<file path="src/rtl/regfile_mp.sv">
// regfile_mp: multi-port register file with write-to-read bypass and a
// per-register pending-producer (busy) scoreboard for RAW hazard detection.
// Port 1 has priority over port 0 on both the write path and the bypass path.
module regfile_mp #(
  parameter int DATA_W   = 32,
  parameter int ADDR_W   = 5,
  parameter int NREAD    = 2,
  parameter int ZERO_REG = 1
) (
  input  logic                    clk,
  input  logic                    reset,
  input  logic [NREAD*ADDR_W-1:0] raddr,
  output logic [NREAD*DATA_W-1:0] rdata,
  output logic [NREAD-1:0]        rbusy,
  input  logic                    we0,
  input  logic [ADDR_W-1:0]       waddr0,
  input  logic [DATA_W-1:0]       wdata0,
  input  logic                    we1,
  input  logic [ADDR_W-1:0]       waddr1,
  input  logic [DATA_W-1:0]       wdata1,
  input  logic                    issue_valid,
  input  logic [ADDR_W-1:0]       issue_dest,
  output logic [ADDR_W:0]         busy_cnt
);

  localparam int DEPTH = 1 << ADDR_W;

  logic [DATA_W-1:0] mem_q [DEPTH];
  logic [DEPTH-1:0]  busy_q;
  logic [DEPTH-1:0]  busy_d;
  logic [ADDR_W:0]   busy_cnt_q;
  logic [ADDR_W:0]   busy_cnt_d;
  logic              wr0_ok;
  logic              wr1_ok;

  // Writes to the hardwired zero register are dropped.
  assign wr0_ok = we0 && !((ZERO_REG != 0) && (waddr0 == '0));
  assign wr1_ok = we1 && !((ZERO_REG != 0) && (waddr1 == '0));

  // Storage update; port 1 is written last so it wins on an address collision.
  always_ff @(posedge clk) begin
    if (reset) begin
      for (int r = 0; r < DEPTH; r++) begin
        mem_q[r] <= '0;
      end
    end else begin
      if (wr0_ok) begin
        mem_q[waddr0] <= wdata0;
      end
      if (wr1_ok) begin
        mem_q[waddr1] <= wdata1;
      end
    end
  end

  // Next busy vector: writeback clears, issue sets, and a new producer
  // supersedes one completing in the same cycle.
  always_comb begin
    busy_d = busy_q;
    for (int r = 0; r < DEPTH; r++) begin
      if (we0 && (waddr0 == ADDR_W'(r))) begin
        busy_d[r] = 1'b0;
      end
      if (we1 && (waddr1 == ADDR_W'(r))) begin
        busy_d[r] = 1'b0;
      end
      if (issue_valid && (issue_dest == ADDR_W'(r))) begin
        busy_d[r] = 1'b1;
      end
    end
    if (ZERO_REG != 0) begin
      busy_d[0] = 1'b0;
    end
  end

  // Population count of the next busy vector, registered alongside busy_q.
  always_comb begin
    busy_cnt_d = '0;
    for (int r = 0; r < DEPTH; r++) begin
      busy_cnt_d = busy_cnt_d + {{ADDR_W{1'b0}}, busy_d[r]};
    end
  end

  // Scoreboard state; reset discards every pending producer.
  always_ff @(posedge clk) begin
    if (reset) begin
      busy_q     <= '0;
      busy_cnt_q <= '0;
    end else begin
      busy_q     <= busy_d;
      busy_cnt_q <= busy_cnt_d;
    end
  end

  assign busy_cnt = busy_cnt_q;

  // Read ports: zero register, then port 1 bypass, then port 0 bypass, then
  // storage. A register being written this cycle is final, hence not busy.
  for (genvar i = 0; i < NREAD; i++) begin : g_rd
    logic [ADDR_W-1:0] ra;
    logic              is_zero;
    logic              hit0;
    logic              hit1;

    assign ra      = raddr[i*ADDR_W +: ADDR_W];
    assign is_zero = (ZERO_REG != 0) && (ra == '0);
    assign hit0    = we0 && (waddr0 == ra);
    assign hit1    = we1 && (waddr1 == ra);

    assign rdata[i*DATA_W +: DATA_W] = is_zero ? {DATA_W{1'b0}} :
                                       hit1    ? wdata1 :
                                       hit0    ? wdata0 :
                                                 mem_q[ra];
    assign rbusy[i] = busy_q[ra] && !hit0 && !hit1;
  end

endmodule

</file>
<file path="config.mk">
export PLATFORM = sky130hd
export DESIGN_NAME = regfile_mp
export DESIGN_NICKNAME = d
export VERILOG_FILES = /design/src/rtl/regfile_mp.sv
export SDC_FILE = /design/constraint.sdc
export NUM_CORES = 2
export LEC_CHECK = 0
export CAP_MARGIN = 20
export CORE_AREA = 2 2 305 427
export DETAILED_ROUTE_END_ITERATION = 7
export DIE_AREA = 0 0 307 429
export PLACE_DENSITY = 0.63
export SLEW_MARGIN = 20
export SYNTH_ARGS = -nofsm -noshare
export SYNTH_HDL_FRONTEND = slang
export SYNTH_SLANG_ARGS = --single-unit
export TNS_END_PERCENT = 30
</file>
<file path="constraint.sdc">
create_clock -name clk -period 7.35 [get_ports clk]
set_input_delay 0.735 -clock clk [delete_from_list [all_inputs] [get_ports clk]]
set_output_delay 0.735 -clock clk [all_outputs]
set_load 0.005 [all_outputs]
</file>
======== Word-level counts from Yosys, hierarchy flattened ========
Memories as Yosys holds them, arrays and structs flattened.
Cells that the tools add are included.
Widths: inputs -> output; s select.
cells by class
  $lt $le $gt $ge ......................... 2
  equal/unequal tests ..................... 97
  mux-type cells .......................... 117
  $add $sub $neg .......................... 30
  reduce and logical (&&, ||, !) cells .... 115
operators by type and width
  kind                count
  $mux 32             8
  $eq 5x5->1 const B  48
  $add 6x1->6         25
  $eq 5x4->1 const B  24
  $mux 1              105
  $logic_and 1x1->1   103
  $reduce_or 32->1    2
  $eq 5x3->1 const B  12
  $eq 5x2->1 const B  6
  $eq 5x5->1          4
  $logic_not 5->1     4
  $eq 5x1->1 const B  3
  $lt 5x6->1 const B  2
  $bmux 1 s5          2
  $mux 5              2
  $add 5x1->6         1
  $logic_not 1->1     6
  $add 4x1->5         1
  $add 3x1->4         1
  $add 2x1->3         1
  $add 1x1->2         1
word-level totals
  output and inout bits ................... 72
  input bits .............................. 94
  RAM bits ................................ 1024
  memories ................................ 1
  register bits after elaboration ......... 38
  word-level logic and storage cells ...... 365
memories
  name   words  bits a word  read ports  clocked after memory_dff  write ports  line  source
  mem_q  32     32           2           0                         32           28    logic [DATA_W-1:0] mem_q [DEPTH];

======== Depth between registers and ports, before layout ========
  word-level depth ........................ 35
  mapped depth ............................ 23
  depth with buffers taken out ............ 21

======== Worst setup path before layout ========
Ideal clock, no wire load.
  path type ............................... input port to flip-flop
  from .................................... input port waddr0[0]
  to ...................................... register busy_cnt_q[4], in the netlist busy_cnt[4]
  arrival time ............................ 6.011 ns
  buffers on the path ..................... 1
  library setup time ...................... 0.127 ns
  setup slack ............................. 1.212 ns
  stages on the path ...................... 21
  required time ........................... 7.223 ns
  cell sequence ........................... buf_2 nor2_1 and2_1 a32oi_1 a22o_1 fa_1 inv_1 fa_1 fa_1 fa_1 fa_1 inv_1 fa_1 inv_1 fa_1 fa_1 inv_1 a21o_1 a21oi_1 xor2_1 nor2_1
on the way
  elaborated cells on any way between the ends .. 185
  classes of those cells .................. add/sub: 30; eq/ne: 31; mux: 93; reduce/logical: 31
RTL lines
  element                    line  source
  start: declaration         16    input logic [ADDR_W-1:0] waddr0,
  $eq 5x5->1                 61    if (we0 && (waddr0 == ADDR_W'(r))) begin
  $logic_and 1x1->1          61
  $mux 1                     61
  $mux 1                     64    if (we1 && (waddr1 == ADDR_W'(r))) begin
  $mux 1                     67    if (issue_valid && (issue_dest == ADDR_W'(r))) begin
  via busy_d[24]             30    logic [DEPTH-1:0] busy_d;
  $add 6x1->6 (8 in series)  80    busy_cnt_d = busy_cnt_d + {{ADDR_W{1'b0}}, busy_d[r]};
  end signal: assignment     91    busy_cnt_q <= busy_cnt_d;
  end: declaration           31    logic [ADDR_W:0] busy_cnt_q;
The timed path passes the listed nets, and every way through them passes these cells.
A chain may end at the register's enable or synchronous reset.

======== Final worst setup path ========
  from .................................... input port waddr0[2]
  to ...................................... register busy_cnt_q[4], in the netlist busy_cnt[4]
on the way
  longest elaborated chain between the ends .. 35
  elaborated cells on any way between the ends .. 185
  classes of those cells .................. add/sub: 30; eq/ne: 31; mux: 93; reduce/logical: 31
RTL lines
  element                                   line
  $eq 5x1->1 or $eq 5x2->1 (tied branches)  61
  $logic_and 1x1->1                         61
  $mux 1                                    61
  $mux 1                                    64
  $mux 1                                    67
  $add 1x1->2                               80
  $add 2x1->3                               80
  $add 3x1->4                               80
  $add 4x1->5                               80
  $add 5x1->6                               80
  $add 6x1->6 (24 in series)                80
  $add 6x1->6 *                             80
Mark *: on every way between the ends. The rest lies on a longest branch, timed or not.

==> results by group <==
Run status
  • Outcome: finished, final reports clean

Placement
  • Count of port buffers added during placement: ~170
  • Cell area reported after detailed placement: 66,500 um2
  • GP Congestion: 0.972
  • Post-placement setup slack: 0.312 ns
  • Post-DP HPWL: 168 mm

Clock tree
  • Number of buffers on the longest clock path: 3
  • Clock latency on the worst-skew pair: roughly 0.75 ns
  • CTS-repair resized insts: 0
  • TritonCTS clock tree: built
  • Num CTS Buffers: 108
  • Clk Tree Root Cell: sky130_fd_sc_hd__clkbuf_16
  • Clock tree sinks: 1,061
  • Buffer count from post-CTS setup fixing: 0
  • Level count of the clock H-tree: 3
  • Clock-pin slew reported for the worst setup and hold paths after clock tree synthesis: 0.06 ns
  • CTS Hold Buffers Added: 0

STA
  • Final critical-path share of the clock period: 0.859
  • Max transition margin: 0.108
  • Final worst slack: 1.04 ns
  • Post-route clock skew: 0.0209 ns
  • Setup TNS Final: 0 ns
  • Min Hold Slack: 0.386 ns
  • Unrepaired setup endpoints after global routing: false
  • Worst Tran Pin Value: 1.30 ns
  • Time the final worst path needs with I/O delays and setup: between 6 and 7 ns
  • Peak Freq: 158 MHz
  • Number of hold-slack violations in the final timing report: 0
  • Number of max-slew violations in the final report: 0
  • Final setup violation count: 0

Cells and area
  • Fin nets: 4,582
  • Fraction of layout instances using a drive strength above 1: 0.222
  • Final Instance Area: 70,000 um2
  • Layout overhead on the synthesized area: 10.3%
  • Count of fill cells added during filler insertion: 10,300

Floorplan
  • IO Count: ~170
  • Die Span Y: ~430 um
  • Starting Density: 0.497
  • Total die area: 132,000 um2
  • Core Region: around 130,000 um2
  • DIE WIDTH: 307 um
  • Cell Rows: 155

Yosys
  • Fraction of synthesis flops using an asynchronous set or reset pin: 0
  • Syn. warnings: 0
  • EDFF count, synth: ~1,000
  • Main area contributors after synthesis: sky130_fd_sc_hd__edfxtp_1, sky130_fd_sc_hd__mux4_2, sky130_fd_sc_hd__a22o_1
  • Post-synthesis sequential area ratio: 0.496
  • Mean area per synthesized cell: 13.8 um2
  • Post-Syn Area: roughly 63,000 um2
  • Area share of the leading cell type in the synthesized netlist: 0.484
  • Register bit count reported by yosys: 1,061
  • Synth Instances: 4,595
  • Library cell occupying the most area in the post-synthesis netlist: sky130_fd_sc_hd__edfxtp_1
  • Flip-flop cell with the highest count after synthesis: sky130_fd_sc_hd__edfxtp_1
  • Cell variety after synth: between 80 and 90

Worst setup path
  • Capturing element type of the critical path: flop
  • Arrival time of data at the critical path endpoint: 6.94 ns
  • Master of the slowest instance on the critical path: sky130_fd_sc_hd__clkdlybuf4s50_1
  • Cell chain of the critical path: clkdlybuf4s50_1 -> nand2_1 -> nor2_1 -> a21oi_1 -> a22oi_1 -> fa_1 -> fa_1 -> fa_1 -> fa_1 -> fa_1 -> inv_1 -> fa_1 -> inv_1 -> fa_1 -> fa_1 -> inv_1 -> a21o_1 -> a21oi_1 -> xor2_1 -> nor2_1
  • Critical Path Source Type: primary input
  • Crit-path max cell delay: 0.72 ns
  • CP Class: in -> reg
  • Maximum fanout count along the critical path: 8
  • Worst Path Required: approximately 8 ns
  • Most frequent cell on the critical path: sky130_fd_sc_hd__fa_1

Detailed routing
  • Post-Route WL: roughly 270 mm
  • Number of nets with antenna violations after routing: 0
  • Count of routing violations after the opening detailed-route iteration: 8,032
  • Count of unresolved DRC violations after routing: 0
  • Routed wire length per instance: around 44 um
  • Vias after detailed routing: just under 50,000
  • Length of the first detailed-routing pass in iterations: 8
  • Average via count per standard cell: 7.92

Global route
  • Vias in the first global route: just under 50,000
  • Antenna violations before repair: 5
  • Wire length of the first global-routing pass: 377 mm
  • Residual overflow from global routing: 0
  • Maximum number of pins on one net before global-route repair: 82
  • GRT Overall Usage: 0.409

Power
  • LEAKAGE: 0.0239 uW
  • Maximum vdd ir drop: around 190 uV
  • Power Density: 218 nW/um2

Hold path
  • Hold WC Path Type: in -> reg

Run
  • Max-Cap Viols: 0
[power breakdown]
| group | internal (uW) | leakage [uW] | total [uW] | switching [uW] |
|---|---|---|---|---|
| Combinational | 911 | 0.0121 | 2500 | 1590 |
| Clock | 3050 | 0.00171 | 5560 | 2510 |
| Sequential | 6990 | 0.0101 | 7170 | 180 |
[through the flow]
step           utilization  std cells  total power (uW)
5_1_grt              0.548       6198             15500
2_1_floorplan            -       4626              8600
4_1_cts              0.548       6198             15100
3_5_place_dp         0.521       5996              9690
3_3_place_gp         0.521       5991              9650
6_report             0.549       6205             15200
[per-layer routing]
metal | vias up | part of all wire | global-route usage | wire length (um)
met4 | 8 | 0.11 | 0.354 | 29500
li1 | 18800 | - | - | -
met5 | - | 0.00016 | 0.00185 | 44
met1 | 25000 | 0.32 | 0.476 | 86900
met2 | 4170 | 0.45 | 0.632 | 123000
met3 | 1172 | 0.12 | 0.104 | 32400
[final cells by class]
cell class	instances	area [um2]	area share
inverter	40	150	0.00214
timing repair buffer	422	3690	0.0527
antenna	7	17.5	0.000250
clock buffer	139	2960	0.0423
sequential	1061	31500	0.450
multi-input combinational	2825	29100	0.416
clock inverter	63	489	0.00699
tap	1648	2060	0.0295
[logic make-up after synthesis]
logic type | count (synthesis) | synth area share
compound gates | 1530 | 0.196
flops | 1061 | 0.496
buf+inv | 740 | 0.0544
mux | 684 | 0.195
simple gates | 526 | 0.0460
fa+ha+maj | 30 | 0.00863
xor+xnor | 23 | 0.00329
other cells | 1 | 0.0000591
[worst paths after layout]
kind	from	endpoint	slack (ns)	cells past startpoint
max	waddr0[2]	busy_cnt[4]$_SDFF_PP0_	1.04	20
min	reset	busy_q[15]$_SDFF_PP0_	0.39	2
max reg2reg	busy_q[12]$_SDFF_PP0_	busy_cnt[4]$_SDFF_PP0_	1.95	19
min reg2reg	busy_q[10]$_SDFF_PP0_	busy_q[10]$_SDFF_PP0_	0.60	2
[sequential cells by signal, summed over array words and instances (netlist names)]
| name | flops |
|---|---|
| busy_cnt | 6 |
| mem_q | 1024 |
| busy_q | 31 |
[worst max-delay path: cells and delay by family]
family                   cells  cell delay (ns)
AND/OR/NAND/NOR              3             0.64
XOR/XNOR                     1             0.14
AO/OA/AOI/OAI                4             0.62
adder cells (fa/ha/maj)      8             3.91
buffers and inverters        4             0.89
[cells in the final DEF, fill, tap and decap left out, drive strengths merged, types with 86 or more instances in the layout]
cell           instances
mux4                 440
edfxtp              1024
a22oi                125
a22o                 998
nand2                168
mux2i                226
nor2                 107
clkbuf               139
o22ai                 86
buf                  268
clkdlybuf4s50        154
[synth_stat cells, types with 7 or more instances]
| master | count |
|---|---|
| sky130_fd_sc_hd__edfxtp_1 | 1024 |
| sky130_fd_sc_hd__a22o_1 | 998 |
| sky130_fd_sc_hd__mux4_2 | 440 |
| sky130_fd_sc_hd__clkbuf_1 | 333 |
| sky130_fd_sc_hd__mux2i_1 | 226 |
| sky130_fd_sc_hd__buf_2 | 205 |
| sky130_fd_sc_hd__nand2_1 | 164 |
| sky130_fd_sc_hd__a22oi_1 | 124 |
| sky130_fd_sc_hd__nor2_1 | 87 |
| sky130_fd_sc_hd__o22ai_1 | 86 |
| sky130_fd_sc_hd__buf_1 | 77 |
| sky130_fd_sc_hd__a21oi_1 | 71 |
| sky130_fd_sc_hd__buf_4 | 62 |
| sky130_fd_sc_hd__o21ai_0 | 55 |
| sky130_fd_sc_hd__inv_1 | 40 |
| sky130_fd_sc_hd__dfxtp_1 | 37 |
| sky130_fd_sc_hd__nor3_1 | 37 |
| sky130_fd_sc_hd__a31oi_1 | 28 |
| sky130_fd_sc_hd__nand2b_1 | 26 |
| sky130_fd_sc_hd__nor2b_1 | 26 |
| sky130_fd_sc_hd__a32oi_1 | 24 |
| sky130_fd_sc_hd__nor3_2 | 24 |
| sky130_fd_sc_hd__o221ai_1 | 24 |
| sky130_fd_sc_hd__fa_1 | 23 |
| sky130_fd_sc_hd__nand3_1 | 22 |
| sky130_fd_sc_hd__or3_1 | 22 |
| sky130_fd_sc_hd__nand4_1 | 21 |
| sky130_fd_sc_hd__xnor2_1 | 20 |
| sky130_fd_sc_hd__mux2_2 | 18 |
| sky130_fd_sc_hd__a211o_1 | 17 |
| sky130_fd_sc_hd__o22a_1 | 16 |
| sky130_fd_sc_hd__buf_6 | 15 |
| sky130_fd_sc_hd__and3_1 | 14 |
| sky130_fd_sc_hd__o21ai_1 | 12 |
| sky130_fd_sc_hd__and2_1 | 10 |
| sky130_fd_sc_hd__nand3b_1 | 10 |
| sky130_fd_sc_hd__nor2_2 | 10 |
| sky130_fd_sc_hd__nor2_4 | 10 |
| sky130_fd_sc_hd__o2bb2ai_1 | 10 |
| sky130_fd_sc_hd__a32o_1 | 9 |
| sky130_fd_sc_hd__o211ai_1 | 8 |
| sky130_fd_sc_hd__a222oi_1 | 7 |
| sky130_fd_sc_hd__a31o_1 | 7 |
| sky130_fd_sc_hd__ha_1 | 7 |
No activity file was read; power rests on OpenSTA's default activity.
